File: src/rtl/ws2812_frame_ctrl.sv
// ws2812_frame_ctrl -- WS2812B frame sequencer on the 50 MHz fabric clock.
// Pulls NUM_LEDS 24-bit colour words over a ready/valid handshake into a
// one-word holding register and shifts each word out MSB first with per-bit
// high/low timing. After the last word it holds the line low for the latch
// interval.
// Build option: define WS2812_RGB_SWAP_EN to accept {R,G,B} words and
// reorder them to the {G,R,B} wire order as they enter the holding register.
// Without it, words are sent exactly as supplied, so upstream provides GRB.
module ws2812_frame_ctrl #(
   parameter int NUM_LEDS     = 8,
   parameter int T1H          = 40,
   parameter int T1L          = 20,
   parameter int T0H          = 20,
   parameter int T0L          = 40,
   parameter int RESET_CYCLES = 3000
) (
   input  logic        Clock_50,
   input  logic        reset,
   input  logic        start,
   input  logic [23:0] pixel_data,
   input  logic        pixel_valid,
   output logic        pixel_ready,
   output logic        out,
   output logic        busy,
   output logic        done,
   output logic        underrun,
   output logic [9:0]  led_index
);

   // The single cycle counter must cover the longest phase, which is normally the latch.
   localparam int MAX_HI  = (T1H > T0H) ? T1H : T0H;
   localparam int MAX_LO  = (T1L > T0L) ? T1L : T0L;
   localparam int MAX_BIT = (MAX_HI > MAX_LO) ? MAX_HI : MAX_LO;
   localparam int CNT_MAX = (MAX_BIT > RESET_CYCLES) ? MAX_BIT : RESET_CYCLES;
   localparam int CNT_W   = $clog2(CNT_MAX + 1);

   // Counter load values: each phase counts down to zero, so load length-1.
   localparam logic [CNT_W-1:0] T1H_LD    = CNT_W'(T1H - 1);
   localparam logic [CNT_W-1:0] T1L_LD    = CNT_W'(T1L - 1);
   localparam logic [CNT_W-1:0] T0H_LD    = CNT_W'(T0H - 1);
   localparam logic [CNT_W-1:0] T0L_LD    = CNT_W'(T0L - 1);
   localparam logic [CNT_W-1:0] LATCH_LD  = CNT_W'(RESET_CYCLES - 1);
   localparam logic [CNT_W-1:0] CNT_ONE   = CNT_W'(1);
   localparam logic [9:0]       LAST_IDX  = 10'(NUM_LEDS - 1);
   localparam logic [9:0]       NUM_WORDS = 10'(NUM_LEDS);

   typedef enum logic [2:0] {IDLE, FETCH, HIGH, LOW, LATCH} state_t;

   state_t           state_q;
   logic [CNT_W-1:0] cnt_q;
   logic [4:0]       bit_cnt_q;
   logic [23:0]      shift_q;
   logic [23:0]      hold_q;
   logic             hold_full_q;
   logic [9:0]       accepted_q;
   logic [9:0]       led_index_q;
   logic             out_q;
   logic             busy_q;
   logic             done_q;
   logic             underrun_q;

   logic [23:0]      hold_d;
   logic             xfer;

   function automatic logic [CNT_W-1:0] high_ld(input logic b);
      return b ? T1H_LD : T0H_LD;
   endfunction

   function automatic logic [CNT_W-1:0] low_ld(input logic b);
      return b ? T1L_LD : T0L_LD;
   endfunction

   // Colour ordering applied to a word as it enters the holding register.
   always_comb begin
`ifdef WS2812_RGB_SWAP_EN
      hold_d = {pixel_data[15:8], pixel_data[23:16], pixel_data[7:0]};
`else
      hold_d = pixel_data;
`endif
   end

   // Accept a word only while a frame runs, the buffer is free and the frame still needs words.
   assign pixel_ready = busy_q && !hold_full_q && (accepted_q < NUM_WORDS);
   assign xfer        = pixel_valid && pixel_ready;

   // Frame sequencer: buffer management, bit timing and all registered outputs.
   always_ff @(posedge Clock_50 or posedge reset) begin
      if (reset) begin
         // NOTE: the data registers are cleared as well, so a reset mid-frame
         // can never let a stale word leak into the next frame.
         state_q     <= IDLE;
         cnt_q       <= '0;
         bit_cnt_q   <= '0;
         shift_q     <= '0;
         hold_q      <= '0;
         hold_full_q <= 1'b0;
         accepted_q  <= '0;
         led_index_q <= '0;
         out_q       <= 1'b0;
         busy_q      <= 1'b0;
         done_q      <= 1'b0;
         underrun_q  <= 1'b0;
      end else begin
         // NOTE: non-blocking assignments throughout; a later assignment to the
         // same register in this block overrides the defaults written above it.
         done_q     <= 1'b0;
         underrun_q <= 1'b0;
         if (xfer) begin
            accepted_q <= accepted_q + 10'd1;
            if (state_q != FETCH) begin
               hold_q      <= hold_d;
               hold_full_q <= 1'b1;
            end
         end

         case (state_q)
            IDLE: begin
               out_q <= 1'b0;
               if (start) begin
                  state_q     <= FETCH;
                  busy_q      <= 1'b1;
                  led_index_q <= '0;
                  accepted_q  <= '0;
               end
            end

            FETCH: begin
               out_q <= 1'b0;
               if (xfer) begin
                  // Word arrives while nothing is buffered: bypass the holding register.
                  shift_q   <= hold_d;
                  bit_cnt_q <= 5'd23;
                  cnt_q     <= high_ld(hold_d[23]);
                  out_q     <= 1'b1;
                  state_q   <= HIGH;
               end else if (hold_full_q) begin
                  shift_q     <= hold_q;
                  hold_full_q <= 1'b0;
                  bit_cnt_q   <= 5'd23;
                  cnt_q       <= high_ld(hold_q[23]);
                  out_q       <= 1'b1;
                  state_q     <= HIGH;
               end
            end

            HIGH: begin
               if (cnt_q == '0) begin
                  out_q   <= 1'b0;
                  cnt_q   <= low_ld(shift_q[23]);
                  state_q <= LOW;
               end else begin
                  cnt_q <= cnt_q - CNT_ONE;
               end
            end

            LOW: begin
               if (cnt_q != '0) begin
                  cnt_q <= cnt_q - CNT_ONE;
               end else if (bit_cnt_q != 5'd0) begin
                  shift_q   <= {shift_q[22:0], 1'b0};
                  bit_cnt_q <= bit_cnt_q - 5'd1;
                  cnt_q     <= high_ld(shift_q[22]);
                  out_q     <= 1'b1;
                  state_q   <= HIGH;
               end else if (led_index_q != LAST_IDX) begin
                  if (hold_full_q) begin
                     shift_q     <= hold_q;
                     hold_full_q <= 1'b0;
                     led_index_q <= led_index_q + 10'd1;
                     bit_cnt_q   <= 5'd23;
                     cnt_q       <= high_ld(hold_q[23]);
                     out_q       <= 1'b1;
                     state_q     <= HIGH;
                  end else begin
                     underrun_q <= 1'b1;
                     cnt_q      <= LATCH_LD;
                     state_q    <= LATCH;
                  end
               end else begin
                  cnt_q   <= LATCH_LD;
                  state_q <= LATCH;
               end
            end

            LATCH: begin
               out_q <= 1'b0;
               if (cnt_q == '0) begin
                  done_q      <= 1'b1;
                  busy_q      <= 1'b0;
                  hold_full_q <= 1'b0;
                  state_q     <= IDLE;
               end else begin
                  cnt_q <= cnt_q - CNT_ONE;
               end
            end

            default: state_q <= IDLE;
         endcase
      end
   end

   assign out       = out_q;
   assign busy      = busy_q;
   assign done      = done_q;
   assign underrun  = underrun_q;
   assign led_index = led_index_q;

endmodule

File: config.mk
export PLATFORM = sky130hd
export DESIGN_NAME = ws2812_frame_ctrl
export DESIGN_NICKNAME = d
export VERILOG_FILES = /design/src/rtl/ws2812_frame_ctrl.sv
export SDC_FILE = /design/constraint.sdc
export NUM_CORES = 1
export LEC_CHECK = 0
export CAP_MARGIN = 20
export CORE_ASPECT_RATIO = 1.25
export CORE_MARGIN = 4
export CORE_UTILIZATION = 53
export DETAILED_ROUTE_END_ITERATION = 8
export HOLD_SLACK_MARGIN = 0.03
export PLACE_DENSITY = 0.77
export SYNTH_ARGS = -nofsm -noshare
export SYNTH_HDL_FRONTEND = slang
export SYNTH_SLANG_ARGS = --single-unit
File: constraint.sdc
create_clock -name Clock_50 -period 3.1 [get_ports Clock_50]
set_input_delay 0.62 -clock Clock_50 [delete_from_list [all_inputs] [get_ports Clock_50]]
set_output_delay 0.62 -clock Clock_50 [all_outputs]
set_load 0.1 [all_outputs]
==> run summary <==
CRITICAL PATH
--------------------------------------------------------------------------------
Setup slack of the worst register-to-register path                        750 ps
Critical path destination                                           led_index[6]$_DFFE_PP0P_
Data required time at the worst endpoint                                 3310 ps
Endpoint of the worst register-to-register path                     led_index[6]$_DFFE_PP0P_
Endpoint kind of the worst setup timing path                                flop
Arrival time reported for the critical path endpoint                     2570 ps
CP Launch Type                                                              flop
Logic depth of the worst register-to-register path                             6
Reg-to-Reg Start                                                    state_q[1]$_DFFE_PP0P_
Worst Path Class, Setup                                             flop to flop
CP Launch Point                                                     state_q[1]$_DFFE_PP0P_
Critical path fanouts, max                                                    16

LOGIC SYNTHESIS
--------------------------------------------------------------------------------
Avg Synthesized Cell Area                                              9.44 um^2
Number of different library cells in the post-synthesis netlist               60
Sequential share of the synthesized area                                   0.452
Count of flip-flops with a built-in enable after synthesis                     0
Post-synth net total                                                         578
Share of synthesized flip-flops with an asynchronous set or reset           1.00
Predominant post-synthesis flop cell                                sky130_fd_sc_hd__dfrtp_1
Total of flip-flops plus latches after synthesis                              93
Cell area after synthesis                                           0.00515 mm^2
Count of warnings emitted by yosys                                             0
Cell count after synthesis                                                   546

TIMING
--------------------------------------------------------------------------------
Final count of pins violating max slew                                         0
Tcrit/Tclk final                                                           0.759
Final period demand of the worst path                                    2350 ps
Final hold vios                                                                0
RSZ-0062 raised after global routing                                       false
Actual transition at the worst max-transition pin                         604 ps
Setup slack after layout                                                  746 ps
Tightest slew margin relative to the limit                                 0.596
Total negative slack for setup checks                                       0 ps
Final setup violation count                                                    0
Worst-case hold slack                                                     494 ps
Worst clock skew                                                         7.54 ps
Max Fclk                                                                 425 MHz

PWR
--------------------------------------------------------------------------------
Standby leakage power                                                    2.63 nW
Final Total Pwr                                                          4.23 mW
Peak supply drop                                                          390 uV
Power per cell area                                                  709 mW/mm^2

PLACED DESIGN
--------------------------------------------------------------------------------
Placed Area                                                         0.00569 mm^2
Post-place setup slack                                                    474 ps
Placed instance count                                                        692
IO buf count                                                                  42
Last weighted congestion value of the routability-driven placer            0.889
Detailed Place HPWL                                                      8410 um

DIE
--------------------------------------------------------------------------------
Height of the die                                                         118 um
Effective utilization at floorplan                                         0.553
Core Region                                                         0.00932 mm^2
Total number of placement rows                                                39
Horizontal die dimension                                                 96.2 um
Top Ports                                                                     43
Die Area                                                             0.0114 mm^2

CLOCK NETWORK
--------------------------------------------------------------------------------
Clock latency on the worst-skew pair                                      350 ps
CTS sink count                                                                93
Number of setup buffers added after CTS                                        0
Buffers from clock root to sink, at most                                       2
CTS clock-pin slew for the worst setup and hold paths                      60 ps
Root Driver                                                         sky130_fd_sc_hd__clkbuf_16
Count of instances resized after the clock tree is built                       0
Clock tree from TritonCTS                                                  built
Number of buffers inserted during clock tree synthesis                         9
Cts-stage hold buffer count                                                    0
H-tree level count                                                             3

WORST HOLD PATH
--------------------------------------------------------------------------------
Class of the most critical hold timing path                         flop to flop

DETAILED ROUTING
--------------------------------------------------------------------------------
First-pass detailed-route iteration total                                      5
Post-route DRC                                                                 0
Drt first-iter violations                                                    223
Vias per inst                                                               6.17
Detailed-route wire length                                              12300 um
Antenna-violating nets left                                                    0
Routed vias                                                                 4369
Routed wirelength normalized by instance count                           17.4 um

GLOBAL ROUTE
--------------------------------------------------------------------------------
Wire length of the first global-routing pass                            21100 um
Met1 capacity usage during global routing                                  0.293
Largest net degree at the start of global routing                             44
GRT met2 Usage                                                             0.384
Most Used Layer, Global Route                                               met2
Initial antenna violation count                                                0
Total global routing track utilization                                     0.231
Vias in the first global route                                              4506
GR Overflow Total                                                              0
Met3 usage                                                                0.0432

FINAL LAYOUT
--------------------------------------------------------------------------------
Post-Route Utilization                                                     0.640
Count of antenna diodes in the layout                                          0
Layout filler cell count                                                     774
Number of nets at the end of the flow                                        612
Post-layout instance count excluding filler cells                            708
Final design instance area without fill                             0.00596 mm^2
Syn-to-layout area delta                                                   15.7%
Ratio of cells with drive above 1 in the final layout                      0.138

JOB
--------------------------------------------------------------------------------
Count of max-cap constraint violations                                         0

RUN STATUS
--------------------------------------------------------------------------------
Result of the run                                                   finished, final reports clean

[worst max-delay path, stage by stage, from the launching register on]
cell and delay [ps]:
sky130_fd_sc_hd__dfrtp_1 710, sky130_fd_sc_hd__nor2b_1 240, sky130_fd_sc_hd__nand2_1 360, sky130_fd_sc_hd__a31oi_1 480
sky130_fd_sc_hd__and4bb_1 240, sky130_fd_sc_hd__xnor2_1 130, sky130_fd_sc_hd__nor2_1 50
[flip-flops by register name, summed over array words and instances (netlist names), 3 cells and up]
name        count
shift_q        24
state_q         3
bit_cnt_q       5
hold_q         24
cnt_q          12
accepted_q     10
led_index      10
[cell usage after synthesis, types with 3 or more instances]
cell type                  number  area [um^2]
sky130_fd_sc_hd__dfrtp_1       93         2330
sky130_fd_sc_hd__nand2_1       77          289
sky130_fd_sc_hd__nor2_1        53          199
sky130_fd_sc_hd__o211ai_1      45          338
sky130_fd_sc_hd__a31oi_1       31          194
sky130_fd_sc_hd__a21oi_1       25          125
sky130_fd_sc_hd__mux2i_1       25          250
sky130_fd_sc_hd__mux2_2        24          270
sky130_fd_sc_hd__clkbuf_1      23         86.3
sky130_fd_sc_hd__o21ai_0       15         75.1
sky130_fd_sc_hd__nand3_1       13         65.1
sky130_fd_sc_hd__and2_1         9         56.3
sky130_fd_sc_hd__nor3_1         9         45.0
sky130_fd_sc_hd__buf_4          8         60.1
sky130_fd_sc_hd__inv_1          8         30.0
sky130_fd_sc_hd__and3_1         6         37.5
sky130_fd_sc_hd__nand2b_1       6         37.5
sky130_fd_sc_hd__xor2_1         6         52.6
sky130_fd_sc_hd__o31ai_1        5         37.5
sky130_fd_sc_hd__ha_1           4         50.1
sky130_fd_sc_hd__or3_1          4         25.0
sky130_fd_sc_hd__xnor2_1        4         35.0
sky130_fd_sc_hd__buf_2          3         15.0
sky130_fd_sc_hd__nor2b_1        3         18.8
[per-layer routing]
metal	vias up	part of all wire	wire length, um
met5	-	0	0
li1	2068	-	-
met3	17	0.044	543
met2	108	0.51	6280
met1	2176	0.43	5270
met4	0	0.016	195
[power breakdown]
| part | switching (mW) | leakage, nW | internal (mW) | total, mW |
|---|---|---|---|---|
| registers | 0.326 | 1.12 | 1.56 | 1.89 |
| clock network | 0.460 | 0.136 | 0.564 | 1.02 |
| logic | 0.736 | 1.37 | 0.580 | 1.32 |
[cells by family (layout without fill, tap and decap cells)]
family / count (synthesis) / in the layout / share of synthesized area
and+or+nand+nor: 201 / 201 / 0.192
AOI/OAI and AO/OA: 144 / 144 / 0.189
DFF: 93 / 93 / 0.452
muxes: 49 / 49 / 0.101
buffers and inverters: 45 / 84 / 0.0393
xor gates and xnor gates: 10 / 10 / 0.0170
adders and majority gates: 4 / 4 / 0.00971
[worst min path at each step]
stage,slack (ps),depth (start not counted),from,end
2_1_floorplan,450,1,cnt_q[8]$_DFFE_PP0P_,cnt_q[8]$_DFFE_PP0P_
3_3_place_gp,470,1,cnt_q[8]$_DFFE_PP0P_,cnt_q[8]$_DFFE_PP0P_
3_5_place_dp,490,1,cnt_q[8]$_DFFE_PP0P_,cnt_q[8]$_DFFE_PP0P_
4_1_cts,500,1,cnt_q[8]$_DFFE_PP0P_,cnt_q[8]$_DFFE_PP0P_
5_1_grt,530,1,hold_q[17]$_DFFE_PP0P_,hold_q[17]$_DFFE_PP0P_
6_report,490,1,cnt_q[8]$_DFFE_PP0P_,cnt_q[8]$_DFFE_PP0P_
[layout make-up]
| cell class | count | area, um^2 | share of cell area |
|---|---|---|---|
| clock buffers | 12 | 246 | 0.0413 |
| clock inverters | 4 | 23.8 | 0.00399 |
| inverters | 9 | 35.0 | 0.00587 |
| multi-input cells | 408 | 2640 | 0.443 |
| flip-flops and latches | 93 | 2330 | 0.390 |
| well taps | 123 | 154 | 0.0258 |
| repair buffers | 59 | 536 | 0.0898 |
[placed cells by master (no fill, tap or decap), types with 7 or more instances in the layout]
master,Yosys,final
sky130_fd_sc_hd__a21oi_1,25,25
sky130_fd_sc_hd__a31oi_1,31,31
sky130_fd_sc_hd__nand3_1,13,13
sky130_fd_sc_hd__clkdlybuf4s50_1,0,27
sky130_fd_sc_hd__clkbuf_16,0,9
sky130_fd_sc_hd__mux2i_1,25,25
sky130_fd_sc_hd__nor3_1,9,9
sky130_fd_sc_hd__nor2_1,53,52
sky130_fd_sc_hd__dfrtp_1,93,93
sky130_fd_sc_hd__o21ai_0,15,15
sky130_fd_sc_hd__and2_1,9,9
sky130_fd_sc_hd__o211ai_1,45,45
sky130_fd_sc_hd__mux2_2,24,24
sky130_fd_sc_hd__nand2_1,77,77
sky130_fd_sc_hd__inv_1,8,7
sky130_fd_sc_hd__buf_4,8,30
(Power assumes the default switching activity.)
==> variant: new RTL, same flow settings <==
Re-encode `state_t` (5 states) as one-hot, 5 bits wide.
--- a/src/rtl/ws2812_frame_ctrl.sv
+++ b/src/rtl/ws2812_frame_ctrl.sv
@@ -46,3 +46,3 @@
 
-   typedef enum logic [2:0] {IDLE, FETCH, HIGH, LOW, LATCH} state_t;
+   typedef enum logic [4:0] {IDLE = 5'b00001, FETCH = 5'b00010, HIGH = 5'b00100, LOW = 5'b01000, LATCH = 5'b10000} state_t;
 
Formal check against the unedited RTL: no difference found for any inputs over 10 cycles, from zero or initial values and one cycle with reset high; not proved beyond that.
==> variant against the unedited design <==
Power rose by 23%. Setup slack worse by 440 ps. Sequential cell count is 2 higher. Design area is 3.3% higher. Worst hold slack improved by 7.4 ps. Clock skew about the same. First-iteration DRC count is 6.7% lower. Core utilization is 0.57 points lower. Routed wire length up 2.0%. Area after synthesis rose by 3.3%. Critical endpoint unchanged.
==> variant: results (changes against the unedited design) <==
synthesized-area fraction occupied by adder cells 0.940% (was 0.971%); final setup fails 0 (unchanged); WHS Path Cells 1 (unchanged); GRT Resource Usage Total 22.0% (was 23.1%); HP Start accepted_q[5] (was cnt_q[8]); vias in the first global route 4486 (was 4506); DP HPWL 8660 µm (was 8410 µm); post-synthesis compound-gate area fraction 19.5% (was 18.9%); Worst EP arrival 3060 ps (was 2570 ps); post-synthesis mux area share 9.99% (was 10.1%); initial antenna violation count 0 (unchanged); GPL Wtd Cong 0.918 (was 0.889); Root Driver clkbuf_16 (unchanged); Port Buffers 42 (unchanged); slew at the pin closest to its max-slew limit 670 ps (was 604 ps); Syn Nets 592 (was 578); Distinct cells, synth 70 (was 60); TritonRoute pass-1 iters 5 (unchanged); layout cells sized above 1 15.4% (was 13.8%); setup skew after layout 7.61 ps (was 7.54 ps); Worst-path clk slew 60 ps (about the same); Commonest cells post-synth 94 x dfrtp_1, 71 x nand2_1, 60 x nor2_1 (was 93 x dfrtp_1, 77 x nand2_1, 53 x nor2_1); final WL 12500 µm (was 12300 µm); post-synthesis xor/xnor area fraction 1.48% (was 1.70%); crit path max fanout 7 (was 16); Seq pwr share 39.4% (was 44.7%); Post-synth ARST share 100% (unchanged); synth top area cells dfrtp_1 44%, o211ai_1 6.6%, mux2_2 5.3% (was dfrtp_1 45%, o211ai_1 6.6%, nand2_1 5.6%); Resized Gates After CTS 0 (unchanged); vias per cell 6.28 (was 6.17); iteration-0 DRC count of the detailed router 208 (was 223); status completed (unchanged); # fillers 807 (was 774); synth warn 0 (unchanged); pre-CTS setup slack 404 ps (was 474 ps); register area share after synthesis 44.7% (was 45.2%); switching share of power 38.9% (was 36.0%); P_leak 2.63 nW (about the same); total CTS buffers 9 (unchanged); largest net degree at the start of global routing 58 (was 44); R2R cell count 9 (was 6); P_int 3.19 mW (was 2.71 mW); Worst setup startpoint cnt_q[1] (was state_q[1]); global-route wire length before repair 21500 µm (was 21100 µm); VDD IR max 0.000412 V (was 0.000390 V); Logic pwr share 40.4% (was 31.1%); Regs by FF count hold_q (24), shift_q (24), cnt_q (12) (unchanged); Antenna Cells 0 (unchanged); # nets final 626 (was 612)
==> variant: changes by cell type in the layout (fill, tap and decap cells not counted), sizes merged, moves of 6 or more <==
cell,before,now
nand2b,6,0
o21ai,15,24
nor4,4,10
nor2,53,61
a21oi,26,15
==> variant: metrics by stage <==
step,std cells,area [µm²]
after global routing,725,6160
after CTS,725,6160
after floorplan,560,5330
after global placement,709,5870
final,725,6160
after detailed placement,709,5870
==> variant: final timing paths <==
check | end | slack [ps]
hold / removal | accepted_q[5] | 500
setup / recovery | led_index[6] | 300
setup reg to reg | led_index[6] | 300
max in group asynchronous | led_index[0] | 1970
hold reg to reg | accepted_q[5] | 500
min in group asynchronous | cnt_q[9] | 510
==> variant: logic make-up after synthesis <==
kind of cell | after synthesis
buf+inv | 47
flops | 95
compound gates | 149
fa+ha+maj | 4
simple gates | 206
mux | 50
xor+xnor | 9
==> variant: critical path, stage by stage, from the launching register on <==
cell and delay [ps]:
dfrtp_1 410, inv_1 90, ha_1 210, nor4b_1 370, nand4_1 380, buf_4 280
o21ai_4 220, nand2_2 110, or4_1 480, a21oi_1 160
==> variant: routing by layer <==
layer  GRT usage, %  vias to the layer above  routed length (µm)
li1               -                     2146                   -
met1           27.5                     2245                5330
met2           38.4                      140                6360
met3           2.62                       23                 540
met4           9.26                        0                 304
met5              0                        -                   0
==> variant: layout make-up <==
cell class / count / area [µm²] / area share (%)
clock buffer: 15 / 278 / 4.51
clock inverter: 1 / 5.00 / 0.0813
inverter: 11 / 42.5 / 0.691
multi-input combinational: 418 / 2760 / 44.8
sequential: 95 / 2380 / 38.7
tap: 126 / 158 / 2.56
timing repair buffer: 59 / 536 / 8.70
